[src/rtl/mii_tx_framer.sv]
// MII transmit framer: preamble/SFD, payload nibbles low-first, zero pad, CRC-32 FCS, then inter-frame gap.
// Latency: preamble one clock after s_tvalid; backpressure: one s_tready slot per byte, a missed slot aborts the frame.
module mii_tx_framer #(
    parameter int IFG_NIBBLES = 24,
    parameter int MIN_LEN     = 60,
    parameter int ADD_FCS     = 1
) (
    input  logic       clkin,
    input  logic       rst,
    input  logic [7:0] s_tdata,
    input  logic       s_tvalid,
    input  logic       s_tlast,
    output logic       s_tready,
    output logic       txen,
    output logic [3:0] txd,
    output logic       busy,
    output logic       tx_err
);

    localparam logic [2:0] S_IDLE  = 3'd0;
    localparam logic [2:0] S_PRE   = 3'd1;
    localparam logic [2:0] S_SFD   = 3'd2;
    localparam logic [2:0] S_DATA  = 3'd3;
    localparam logic [2:0] S_PAD   = 3'd4;
    localparam logic [2:0] S_FCS   = 3'd5;
    localparam logic [2:0] S_DRAIN = 3'd6;
    localparam logic [2:0] S_IFG   = 3'd7;

    localparam logic [31:0] CRC_POLY  = 32'hEDB88320;
    localparam logic [31:0] CRC_INIT  = 32'hFFFFFFFF;
    localparam logic [15:0] MIN_LEN_W = 16'(MIN_LEN);
    localparam logic [15:0] PRE_LAST  = 16'd14;
    localparam logic [15:0] FCS_LAST  = 16'd7;
    // Counter reload so the IFG state occupies exactly IFG_NIBBLES cycles.
    localparam logic [15:0] IFG_LOAD  = (IFG_NIBBLES > 1) ? 16'(IFG_NIBBLES - 1) : 16'd0;

    function automatic logic [31:0] crc_nib(input logic [31:0] c, input logic [3:0] d);
        logic [31:0] r;
        r = c ^ {28'd0, d};
        for (int i = 0; i < 4; i++) begin
            r = r[0] ? ((r >> 1) ^ CRC_POLY) : (r >> 1);
        end
        return r;
    endfunction

    logic [2:0]  state_q, state_d;
    logic [15:0] cnt_q, cnt_d;
    logic        nib_q, nib_d;
    logic [3:0]  hi_q, hi_d;
    logic        last_q, last_d;
    logic [15:0] count_q, count_d;
    logic [31:0] crc_q, crc_d;
    logic        txen_q, txen_d;
    logic [3:0]  txd_q, txd_d;
    logic        err_q, err_d;

    logic [15:0] count_inc;
    logic        do_accept, do_underrun, do_tail, do_ifg, do_pre;

    assign count_inc = (count_q == 16'hFFFF) ? count_q : count_q + 16'd1;

    assign s_tready = (state_q == S_SFD) || (state_q == S_DRAIN) ||
                      ((state_q == S_DATA) && nib_q && !last_q);
    assign busy     = (state_q != S_IDLE);
    assign txen     = txen_q;
    assign txd      = txd_q;
    assign tx_err   = err_q;

    always_comb begin
        state_d     = state_q;
        cnt_d       = cnt_q;
        nib_d       = nib_q;
        hi_d        = hi_q;
        last_d      = last_q;
        count_d     = count_q;
        crc_d       = crc_q;
        txen_d      = 1'b0;
        txd_d       = 4'h0;
        err_d       = 1'b0;
        do_accept   = 1'b0;
        do_underrun = 1'b0;
        do_tail     = 1'b0;
        do_ifg      = 1'b0;
        do_pre      = 1'b0;

        case (state_q)
            S_IDLE: begin
                do_pre = s_tvalid;
            end
            S_PRE: begin
                txen_d = 1'b1;
                if (cnt_q == PRE_LAST) begin
                    state_d = S_SFD;
                    txd_d   = 4'hD;
                    crc_d   = CRC_INIT;
                end else begin
                    cnt_d = cnt_q + 16'd1;
                    txd_d = 4'h5;
                end
            end
            S_SFD: begin
                do_accept   = s_tvalid;
                do_underrun = !s_tvalid;
            end
            S_DATA: begin
                if (!nib_q) begin
                    txen_d = 1'b1;
                    txd_d  = hi_q;
                    nib_d  = 1'b1;
                    crc_d  = crc_nib(crc_q, hi_q);
                end else if (!last_q) begin
                    do_accept   = s_tvalid;
                    do_underrun = !s_tvalid;
                end else begin
                    do_tail = 1'b1;
                end
            end
            S_PAD: begin
                if (!nib_q) begin
                    txen_d = 1'b1;
                    nib_d  = 1'b1;
                    crc_d  = crc_nib(crc_q, 4'h0);
                end else begin
                    do_tail = 1'b1;
                end
            end
            S_FCS: begin
                if (cnt_q == FCS_LAST) begin
                    do_ifg = 1'b1;
                end else begin
                    txen_d = 1'b1;
                    txd_d  = ~crc_q[3:0];
                    crc_d  = {4'hF, crc_q[31:4]};
                    cnt_d  = cnt_q + 16'd1;
                end
            end
            S_DRAIN: begin
                do_ifg = s_tvalid && s_tlast;
            end
            S_IFG: begin
                // The gap's last cycle doubles as the IDLE decision so back-to-back gaps are exact.
                if (cnt_q == 16'd0) begin
                    state_d = S_IDLE;
                    do_pre  = s_tvalid;
                end else begin
                    cnt_d = cnt_q - 16'd1;
                end
            end
            default: begin
                state_d = S_IDLE;
            end
        endcase

        // Payload complete: pad up to MIN_LEN, then FCS or straight to the gap.
        if (do_tail) begin
            if (count_q < MIN_LEN_W) begin
                state_d = S_PAD;
                nib_d   = 1'b0;
                count_d = count_inc;
                txen_d  = 1'b1;
                txd_d   = 4'h0;
                crc_d   = crc_nib(crc_q, 4'h0);
            end else if (ADD_FCS != 0) begin
                state_d = S_FCS;
                cnt_d   = 16'd0;
                txen_d  = 1'b1;
                txd_d   = ~crc_q[3:0];
                crc_d   = {4'hF, crc_q[31:4]};
            end else begin
                do_ifg = 1'b1;
            end
        end

        if (do_accept) begin
            state_d = S_DATA;
            nib_d   = 1'b0;
            hi_d    = s_tdata[7:4];
            last_d  = s_tlast;
            count_d = count_inc;
            txen_d  = 1'b1;
            txd_d   = s_tdata[3:0];
            crc_d   = crc_nib(crc_q, s_tdata[3:0]);
        end

        if (do_underrun) begin
            state_d = S_DRAIN;
            err_d   = 1'b1;
        end

        if (do_ifg) begin
            state_d = S_IFG;
            cnt_d   = IFG_LOAD;
        end

        if (do_pre) begin
            state_d = S_PRE;
            cnt_d   = 16'd0;
            count_d = 16'd0;
            txen_d  = 1'b1;
            txd_d   = 4'h5;
        end
    end

    always_ff @(posedge clkin) begin
        if (rst) begin
            state_q <= S_IDLE;
            cnt_q   <= 16'd0;
            nib_q   <= 1'b0;
            hi_q    <= 4'h0;
            last_q  <= 1'b0;
            count_q <= 16'd0;
            crc_q   <= CRC_INIT;
            txen_q  <= 1'b0;
            txd_q   <= 4'h0;
            err_q   <= 1'b0;
        end else begin
            state_q <= state_d;
            cnt_q   <= cnt_d;
            nib_q   <= nib_d;
            hi_q    <= hi_d;
            last_q  <= last_d;
            count_q <= count_d;
            crc_q   <= crc_d;
            txen_q  <= txen_d;
            txd_q   <= txd_d;
            err_q   <= err_d;
        end
    end

endmodule

[config.mk]
export PLATFORM = sky130hd
export DESIGN_NAME = mii_tx_framer
export DESIGN_NICKNAME = d
export VERILOG_FILES = /design/src/rtl/mii_tx_framer.sv
export SDC_FILE = /design/constraint.sdc
export NUM_CORES = 1
export LEC_CHECK = 0
export CAP_MARGIN = 5
export CORE_ASPECT_RATIO = 0.5
export CORE_MARGIN = 1
export CORE_UTILIZATION = 25
export DETAILED_ROUTE_END_ITERATION = 16
export GPL_TIMING_DRIVEN = 1
export HOLD_SLACK_MARGIN = 0.03
export PLACE_DENSITY = 0.47
export SYNTH_ARGS = -nofsm -noshare
export SYNTH_HDL_FRONTEND = slang
export SYNTH_SLANG_ARGS = --single-unit
[constraint.sdc]
create_clock -name clkin -period 2.4 [get_ports clkin]
set_input_delay 0.6 -clock clkin [delete_from_list [all_inputs] [get_ports clkin]]
set_output_delay 0.6 -clock clkin [all_outputs]
set_load 0.02 [all_outputs]
==> reports/qor.csv, run 1 <==
metric,value,unit
cp_max_fo,5,
status,completed,
yosysUniqueCellTypes,77,
ys.flop_type,dfxtp_1,
leakage,0.00338,uW
yosysWarnings,0,
dp_cells,1224,
die_h,115,microns
crit_end,crc_q[26],
nFillCells,2537,
hold_viol,0,
power.total,3260,uW
seq_area_frac_synth,24.7,%
max_stage_delay,0.45,ns
path_clk_slew,0.06,ns
r2r.worst_path.cells,7,
place_congestion,0.873,
h-tree-depth,3,
final_antenna_net_count,0,
ctsRootBufferMaster,clkbuf_16,
power-per-cell-area,388,nW/um^2
cp.required,2.64,ns
setup_viol,0,
ys_top_cells_by_count,"dfxtp_1 (79), nor2_1 (68), clkbuf_1 (52), xnor2_1 (52), a21oi_1 (51)",
relSlewSlack,56.7,%
cts.sinks,79,
syn_nets,821,
cp_num_buf_inv,2,
reg2reg_to,crc_q[6],
crit_arrival,2.57,ns
die_area,26300,sq um
syn_to_final_growth,31.4,%
yosysTopAreaCellShare,24.7,%
io-pin-count,20,
cp.depth,7,
min_period,2.32,ns
setup.worst_path.start_class,input port,
vdd_drop_max,0.319,mV
vias,6634,
fin_worst_skew,0.0172,ns
hpwl,17200,microns
drv_slew,0,
yosysMostFrequentCell,dfxtp_1,
avgSynthCellArea,7.96,sq um
yosys.area.top_type,dfxtp_1,
ctsLongestPathBuffers,2,
grt_overflow,0,
startpoint,s_tdata[3],
grt_pass1_wl,36700,microns
antenna_found_initial,0,
synth-edff-count,0,
fmax,431,MHz
worst_slew_pin_slew,0.643,ns
fin_nets,920,
critPathSlowestCell,clkdlybuf4s50_1,
drc,0,
critical_path.top_delay_family,XOR/XNOR gates,
io_buffers,19,
ys_seq_elements,79,
core,24600,sq um
worst_hold_path_type,reg -> reg,
r2r_setup_slack,0.08,ns
wire_per_inst,18.6,microns
min_period_over_period,96.8,%
worstSkewPairLatency,0.36,ns
grt_max_degree,21,
grt_util_all_layers,17.9,%
rows,40,
drtIter0Drc,419,
hold_buffers,0,
fin_cells,1242,
cp-end-kind,flop,
cp_cell_sequence,"clkdlybuf4s50_1, buf_4, xnor2_1, xnor3_1, a2bb2oi_1, a32oi_1, o22a_1",
totalWireLength,23100,microns
drive_gt1_share,23.0,%
synth-async-reset-ratio,0,%
cts_tree,done,
cap_viol_max_count,0,
via_per_inst,5.34,
synth_cells,804,
rsz0062_at_grt,yes,
cts_buffers,9,
die_x,228,microns
dr.pass1.iters,5,
grt_pass1_vias,6555,
yosys-top-cells-area,"dfxtp_1 (25%), xnor2_1 (7.1%), a21oi_1 (4.0%), nor2_1 (4.0%), xor2_1 (3.6%)",
start_util,26.0,%
netlist_area,6400,sq um
antennaDiodeCount,0,
reg2reg_from,cnt_q[14],
crit_type,in -> reg,
## report_power, final
part | switching [uW] | internal (uW) | total (uW)
combinational | 201 | 179 | 380
clock | 600 | 958 | 1560
sequential | 2.76 | 1320 | 1320
total | 803 | 2450 | 3260
## final cells by class
class | count | area [sq um] | area share (%)
Timing Repair Buffer | 167 | 1410 | 16.8
Clock inverter | 3 | 67.6 | 0.804
Clock buffer | 11 | 253 | 3.01
Sequential cell | 79 | 1590 | 18.9
Inverter | 10 | 37.5 | 0.447
Tap cell | 336 | 420 | 5.00
Multi-Input combinational cell | 636 | 4630 | 55.1
## worst reg2reg max path: stages, from the launching register on
cell	delay, ns
dfxtp_2	0.33
nor4_4	0.42
a41oi_4	0.19
buf_6	0.16
a211oi_4	0.27
nor2_2	0.09
or3_4	0.39
o32a_1	0.36
## worst min path at each step
| stage | startpoint | endpoint | slack [ns] | cells after the start |
|---|---|---|---|---|
| after floorplan | crc_q[5] | crc_q[5] | 0.45 | 1 |
| after global placement | count_q[1] | count_q[1] | 0.46 | 2 |
| after detailed placement | count_q[1] | count_q[1] | 0.46 | 2 |
| after CTS | count_q[1] | count_q[1] | 0.47 | 2 |
| after global routing | count_q[1] | count_q[1] | 0.52 | 2 |
| final | count_q[1] | count_q[1] | 0.47 | 2 |
## stage by stage
step | utilization [%] | hold WS [ns] | cell area (sq um) | setup slack, ns | TNS [ns]
after detailed placement | 31.8 | 0.462 | 7820 | -0.428 | -11.75
after floorplan | - | 0.448 | 6400 | 0.0540 | 0
after global placement | 31.8 | 0.455 | 7820 | -0.465 | -10.46
after global routing | 34.2 | 0.518 | 8410 | -0.00888 | -0.0238
final | 34.2 | 0.469 | 8410 | 0.0776 | 0
after CTS | 33.2 | 0.470 | 8170 | 0.00102 | 0
## registers in the layout, indices dropped and copies added (netlist names)
name     count
crc_q       32
cnt_q       16
count_q     16
hi_q         4
txd          4
state_q      3
last_q       1
nib_q        1
tx_err       1
txen         1
## timing repair
| item | in CTS | in global routing |
|---|---|---|
| endpoints found under the setup margin | 24 | 50 |
| pin swaps | 0 | 9 |
| setup buffers | 0 | 4 |
| gates resized for setup | 9 | 40 |
## logic make-up (layout without fill, tap and decap cells)
| kind of cell | after synthesis | count (layout) | synth area share (%) |
|---|---|---|---|
| AO/OA/AOI/OAI | 250 | 250 | 27.3 |
| AND/OR/NAND/NOR | 272 | 272 | 22.6 |
| XOR/XNOR | 93 | 93 | 16.0 |
| flip-flops | 79 | 79 | 24.7 |
| adder cells (fa/ha/maj) | 5 | 5 | 0.978 |
| multiplexers | 16 | 16 | 2.50 |
| buffers and inverters | 89 | 191 | 5.85 |
## metal layers
layer	part of all wire (%)	track usage [%]
met5	0	0
met1	47	23.4
met2	46	29.7
met4	2.6	6.76
met3	4.9	3.40
## cell usage in the layout (no fill, tap or decap), drive strengths merged, types with 6 or more instances in the layout
cell / synthesis / routed
clkbuf: 52 / 11
xnor3: 6 / 6
o21ai: 44 / 44
and3: 13 / 13
a31oi: 15 / 15
nor3: 33 / 33
xor3: 8 / 8
dfxtp: 79 / 79
a221oi: 12 / 12
o22ai: 14 / 14
nand4: 14 / 14
o211ai: 10 / 10
or3: 13 / 13
xnor2: 53 / 53
nor2: 69 / 69
o22a: 7 / 7
buf: 27 / 148
nand2: 45 / 45
mux2i: 16 / 16
a21oi: 51 / 51
a211oi: 7 / 7
clkdlybuf4s50: 0 / 16
inv: 9 / 9
o21bai: 14 / 14
nor4: 17 / 17
nand3: 24 / 24
a21o: 13 / 13
nand2b: 10 / 10
xor2: 26 / 26
Note: power is estimated with default switching activity, not from simulation.
==> inputs of run 2 (changes only) <==
PLACE_DENSITY = 0.45   (was 0.47)
clock period = 2.45 ns   (was 2.4 ns; I/O delays follow)
==> reports/qor.csv, run 2 (synthesis results as in run 1) <==
metric,value,unit,change
status,completed,,unchanged
multi_input_area,4530,sq um,was 4630 sq um
largest_reg_flops,32,,unchanged
min_period,2.43,ns,
totalWireLength,22700,microns,"was 23,100 microns"
post_dp_cell_area,7740,sq um,was 7820 sq um
core,24600,sq um,unchanged
drive_gt1_share,20.2,%,was 23.0%
crit_type,in -> reg,,unchanged
grt_pass1_vias,6370,,"was 6,555"
grt_overflow,0,,unchanged
cp-end-kind,flop,,unchanged
r2r_setup_slack,0.08,ns,about the same
rows,40,,unchanged
path_clk_slew,0.06,ns,about the same
antennaDiodeCount,0,,unchanged
place_congestion,0.866,,was 0.873
hold_viol,0,,unchanged
min_period_over_period,99.0,%,
power.total,3060,uW,was 3260 uW
setup_viol,0,,unchanged
vdd_drop_max,0.299,mV,was 0.319 mV
drtIter0Drc,475,,was 419
worst_slew_pin_slew,0.820,ns,was 0.643 ns
die_x,228,microns,unchanged
via_per_inst,5.31,,was 5.34
cp_max_fo,3,,was 5
worst_hold_path_type,reg -> reg,,unchanged
die_h,115,microns,unchanged
top_register,crc_q,,unchanged
ctsLongestPathBuffers,2,,unchanged
nFillCells,2579,,"was 2,537"
setup.worst_path.start_class,input port,,unchanged
cp.required,2.70,ns,was 2.64 ns
fin_worst_skew,0.0126,ns,was 0.0172 ns
h-tree-depth,3,,unchanged
startpoint,s_tdata[3],,unchanged
vias,6555,,"was 6,634"
cts.sinks,79,,unchanged
io-pin-count,20,,unchanged
start_util,26.0,%,unchanged
leakage,0.00327,uW,was 0.00338 uW
pre_cts_ws,-0.405,ns,was -0.428 ns
reg2reg_from,state_q[2],,was cnt_q[14]
hpwl,16500,microns,"was 17,200 microns"
crit_arrival,2.67,ns,was 2.57 ns
final_antenna_net_count,0,,unchanged
rsz0062_at_grt,yes,,unchanged
power-per-cell-area,375,nW/um^2,was 388 nW/um^2
cap_viol_max_count,0,,unchanged
drv_slew,0,,unchanged
reg2reg_to,crc_q[21],,was crc_q[6]
drc,0,,unchanged
fin_nets,910,,was 920
fmax,412,MHz,
crit_end,crc_q[26],,unchanged
cts_tree,done,,unchanged
ctsRootBufferMaster,clkbuf_16,,unchanged
whs,0.474,ns,was 0.469 ns
grt_util_all_layers,17.5,%,was 17.9%
largest_registers,"crc_q (32), cnt_q (16), count_q (16)",,unchanged
dr.pass1.iters,5,,unchanged
io_buffers,19,,unchanged
antenna_found_initial,0,,unchanged
finalWorstSetupSlack,0.0245,ns,was 0.0776 ns
r2r.worst_path.cells,9,,was 7
register_area,1590,sq um,about the same
grt_max_degree,43,,was 21
worstSkewPairLatency,0.36,ns,about the same
wire_per_inst,18.4,microns,was 18.6 microns
final_common_cell,buf_4,,unchanged
final_cell_mix,"buf_4 (133), dfxtp_1 (76), nor2_1 (66)",,"was buf_4 (135), dfxtp_1 (74), nor2_1 (67)"
hold_depth,2,,unchanged
relSlewSlack,44.9,%,was 56.7%
grt_pass1_wl,35900,microns,"was 36,700 microns"
fin_area,8150,sq um,was 8410 sq um
die_area,26300,sq um,unchanged
cts_buffers,9,,unchanged
syn_to_final_growth,27.3,%,was 31.4%
[run 2: cell count changes in the layout (fill, tap and decap cells not counted), sizes merged]
cell	before	now
clkinv	1	4
clkdlybuf4s50	16	18
dlygate4sd2	2	1
dlymetal6s2s	1	0
clkinvlp	1	0
buf	148	137
bufinv	2	1
clkbuf	11	13
[run 2: how the worst min path moves through the flow]
stage	slack, ns	end	startpoint
3_3_place_gp	0.46	count_q[1]	count_q[1]
5_1_grt	0.50	count_q[1]	count_q[1]
6_report	0.47	count_q[1]	count_q[1]
4_1_cts	0.48	crc_q[5]	crc_q[5]
2_1_floorplan	0.45	crc_q[5]	crc_q[5]
3_5_place_dp	0.46	crc_q[5]	crc_q[5]
[run 2: repair_timing]
action	CTS	global route
cloned	0	1
setup endpoints to repair	13	42
pin swaps	0	6
setup buffers	0	2
resized for setup	4	19
hold buffers	0	0
[run 2: routing by layer]
| layer | track usage [%] | vias to the layer above | share of wire, % |
|---|---|---|---|
| li1 | - | 3170 | - |
| met1 | 22.7 | 3192 | 47 |
| met2 | 28.9 | 158 | 45 |
| met3 | 3.42 | 35 | 5.0 |
| met4 | 6.85 | 0 | 2.5 |
| met5 | 0 | - | 0 |
[run 2: where the power goes]
part | switching, uW | internal, uW
Clock | 592 | 814
Combinational | 191 | 168
Sequential | 4.35 | 1290
Total | 787 | 2270
[run 2: worst max-delay path, stage by stage]
cell and delay [ns]:
clkdlybuf4s50_1 0.54, buf_4 0.20, xnor2_1 0.28, xnor3_1 0.44
a2bb2oi_1 0.28, a32oi_1 0.14, o22a_1 0.18
[run 2: per-stage QoR]
stage	std cells	utilization, %	TNS (ns)
6_report	1234	33.1	0
5_1_grt	1234	33.1	-0.641
4_1_cts	1231	32.7	0
3_5_place_dp	1215	31.5	-11.47
3_3_place_gp	1215	31.5	-10.84
2_1_floorplan	804	-	0
[run 2: layout make-up]
class	count	area share [%]
Multi-Input combinational cell	636	55.6
Sequential cell	79	19.5
Timing Repair Buffer	157	15.8
Tap cell	336	5.16
Clock buffer	12	3.03
Clock inverter	4	0.553
Inverter	10	0.461
==> inputs of run 3 (changes only) <==
--- a/config.mk
+++ b/config.mk
@@ -9,9 +9,9 @@
 export CORE_ASPECT_RATIO = 0.5
 export CORE_MARGIN = 1
-export CORE_UTILIZATION = 25
+export CORE_UTILIZATION = 63
 export DETAILED_ROUTE_END_ITERATION = 16
 export GPL_TIMING_DRIVEN = 1
 export HOLD_SLACK_MARGIN = 0.03
-export PLACE_DENSITY = 0.45
+export PLACE_DENSITY = 0.87
 export SYNTH_ARGS = -nofsm -noshare
 export SYNTH_HDL_FRONTEND = slang
==> constraint.sdc (replaced) <==
create_clock -name clkin -period 2.45 [get_ports clkin]
set_input_delay 0.245 -clock clkin [delete_from_list [all_inputs] [get_ports clkin]]
set_output_delay 0.245 -clock clkin [all_outputs]
set_load 0.02 [all_outputs]
==> reports/qor.csv, run 3 (synthesis results as in run 1) <==
metric,value,unit,change
status,completed,,unchanged
syn_to_final_growth,18.4,%,was 27.3%
cts_tree,done,,unchanged
post-route-util,78.4,%,was 33.1%
dr.pass1.iters,6,,was 5
die_area,10600,sq um,"was 26,300 sq um"
grt_max_degree,26,,was 43
largest_registers,"crc_q (32), cnt_q (16), count_q (16)",,unchanged
totalWireLength,20200,microns,"was 22,700 microns"
setup_viol,0,,unchanged
wire_per_inst,20.3,microns,was 18.4 microns
min_period_over_period,97.7,%,was 99.0%
rows,25,,was 40
io_buffers,19,,unchanged
hpwl,13900,microns,"was 16,500 microns"
die_h,73.3,microns,was 115 microns
cts_buffers,9,,unchanged
antennaDiodeCount,0,,unchanged
hold_viol,0,,unchanged
p_sw,740,uW,was 787 uW
finalWorstSetupSlack,0.0562,ns,was 0.0245 ns
swShare,24.3,%,was 25.7%
tns,0,ns,unchanged
drv_slew,0,,unchanged
grt_pass1_vias,6316,,"was 6,370"
setup.worst_path.start_class,flop,,was input port
cp.required,2.72,ns,was 2.70 ns
final_cell_mix,"buf_4 (96), dfxtp_1 (77), nor2_1 (68)",,"was buf_4 (133), dfxtp_1 (76), nor2_1 (66)"
io-pin-count,20,,unchanged
largest_reg_flops,32,,unchanged
worstSkewPairLatency,0.35,ns,was 0.36 ns
fin_cells,992,,"was 1,234"
drive_gt1_share,16.6,%,was 20.2%
drtIter0Drc,889,,was 475
cts.sinks,79,,unchanged
power_frac_clock,47.4,%,was 46.0%
vias,6828,,"was 6,555"
min_period,2.39,ns,was 2.43 ns
vdd_drop_max,0.372,mV,was 0.299 mV
die_x,145,microns,was 228 microns
via_per_inst,6.88,,was 5.31
fin_nets,870,,was 910
ctsRootBufferMaster,clkbuf_16,,unchanged
grt_pass1_wl,31600,microns,"was 35,900 microns"
crit_arrival,2.66,ns,was 2.67 ns
cp_max_fo,13,,was 3
leakage,0.00305,uW,was 0.00327 uW
crit_type,reg -> reg,,was in -> reg
worst_slew_pin_slew,0.686,ns,was 0.820 ns
fin_worst_skew,0.00830,ns,was 0.0126 ns
start_util,66.2,%,was 26.0%
antenna_found_initial,0,,unchanged
grt_overflow,0,,unchanged
final_common_cell,buf_4,,unchanged
relSlewSlack,54.1,%,was 44.9%
cap_viol_max_count,0,,unchanged
place_congestion,0.987,,was 0.866
seqPwrFrac,42.5,%,was 42.3%
top_register,crc_q,,unchanged
fmax,418,MHz,was 412 MHz
h-tree-depth,3,,unchanged
path_clk_slew,0.06,ns,about the same
final_antenna_net_count,0,,unchanged
grt_util_all_layers,38.9,%,was 17.5%
worst_hold_path_type,in -> reg,,was reg -> reg
comb_power_share,10.2,%,was 11.7%
core,9670,sq um,"was 24,600 sq um"
pre_cts_ws,-0.299,ns,was -0.405 ns
drc,0,,unchanged
p_int,2300,uW,was 2270 uW
power-per-cell-area,402,nW/um^2,was 375 nW/um^2
dp_cells,974,,"was 1,215"
cp-end-kind,flop,,unchanged
ctsLongestPathBuffers,2,,unchanged
==> run 3: cell count changes in the layout (fill, tap and decap cells not counted), moves of 2 or more <==
cell      before  now
clkbuf_1       2    0
o21ai_1        2    0
nor4_2         0    2
buf_4        133   96
nor2_2         3    1
nor2_1        66   68
nor4_1        14   12
==> run 3: cell type report <==
type	count	area (sq um)
tap	135	169
inverter	10	37.5
sequential	79	1580
multi-input combinational	636	4520
clock buffer	9	225
fill	649	2090
timing repair buffer	117	951
clock inverter	6	86.3
==> run 3: final timing paths <==
path	from	to	slack, ns	depth (start not counted)
worst max-delay path	state_q[0]	crc_q[7]	0.06	8
worst min-delay path	s_tdata[6]	hi_q[2]	0.44	3
worst max register to register	state_q[0]	crc_q[7]	0.06	8
worst min register to register	count_q[1]	count_q[1]	0.48	2
==> run 3: critical path, cell delays in order, from the launching register on <==
cell      delay (ns)
dfxtp_1         0.42
buf_4           0.15
or3b_2          0.50
a41oi_4         0.33
a211oi_4        0.07
nor2_2          0.23
buf_4           0.29
nor2_1          0.14
a31oi_1         0.18
==> run 3: timing repair <==
action	4_1_cts	5_1_grt
gates resized for setup	3	15
endpoints found under the setup margin	10	28
buffers inserted	0	3
hold buffers	0	0
pin swaps	0	3
==> run 3: per-layer routing <==
layer | track usage [%] | part of all wire (%)
met1 | 48.4 | 39
met2 | 64.4 | 45
met3 | 9.58 | 13
met4 | 17.9 | 3.8
met5 | 0 | 0
==> run 3: per-stage QoR <==
step | hold WS (ns) | instance area (sq um) | total power [uW]
6_report | 0.440 | 7580 | 3050
5_1_grt | 0.455 | 7580 | 3110
4_1_cts | 0.443 | 7490 | 3030
3_5_place_dp | 0.477 | 7160 | 1610
3_3_place_gp | 0.455 | 7160 | 1610
2_1_floorplan | 0.323 | 6400 | 1490
==> run 3: power groups by stage <==
stage	Sequential, uW	Combinational (uW)	Clock, uW
finish	1290	309	1440
global route	1290	324	1490
CTS	1290	299	1440
detailed placement	1320	292	0
global placement	1320	287	0
floorplan	1330	167	0
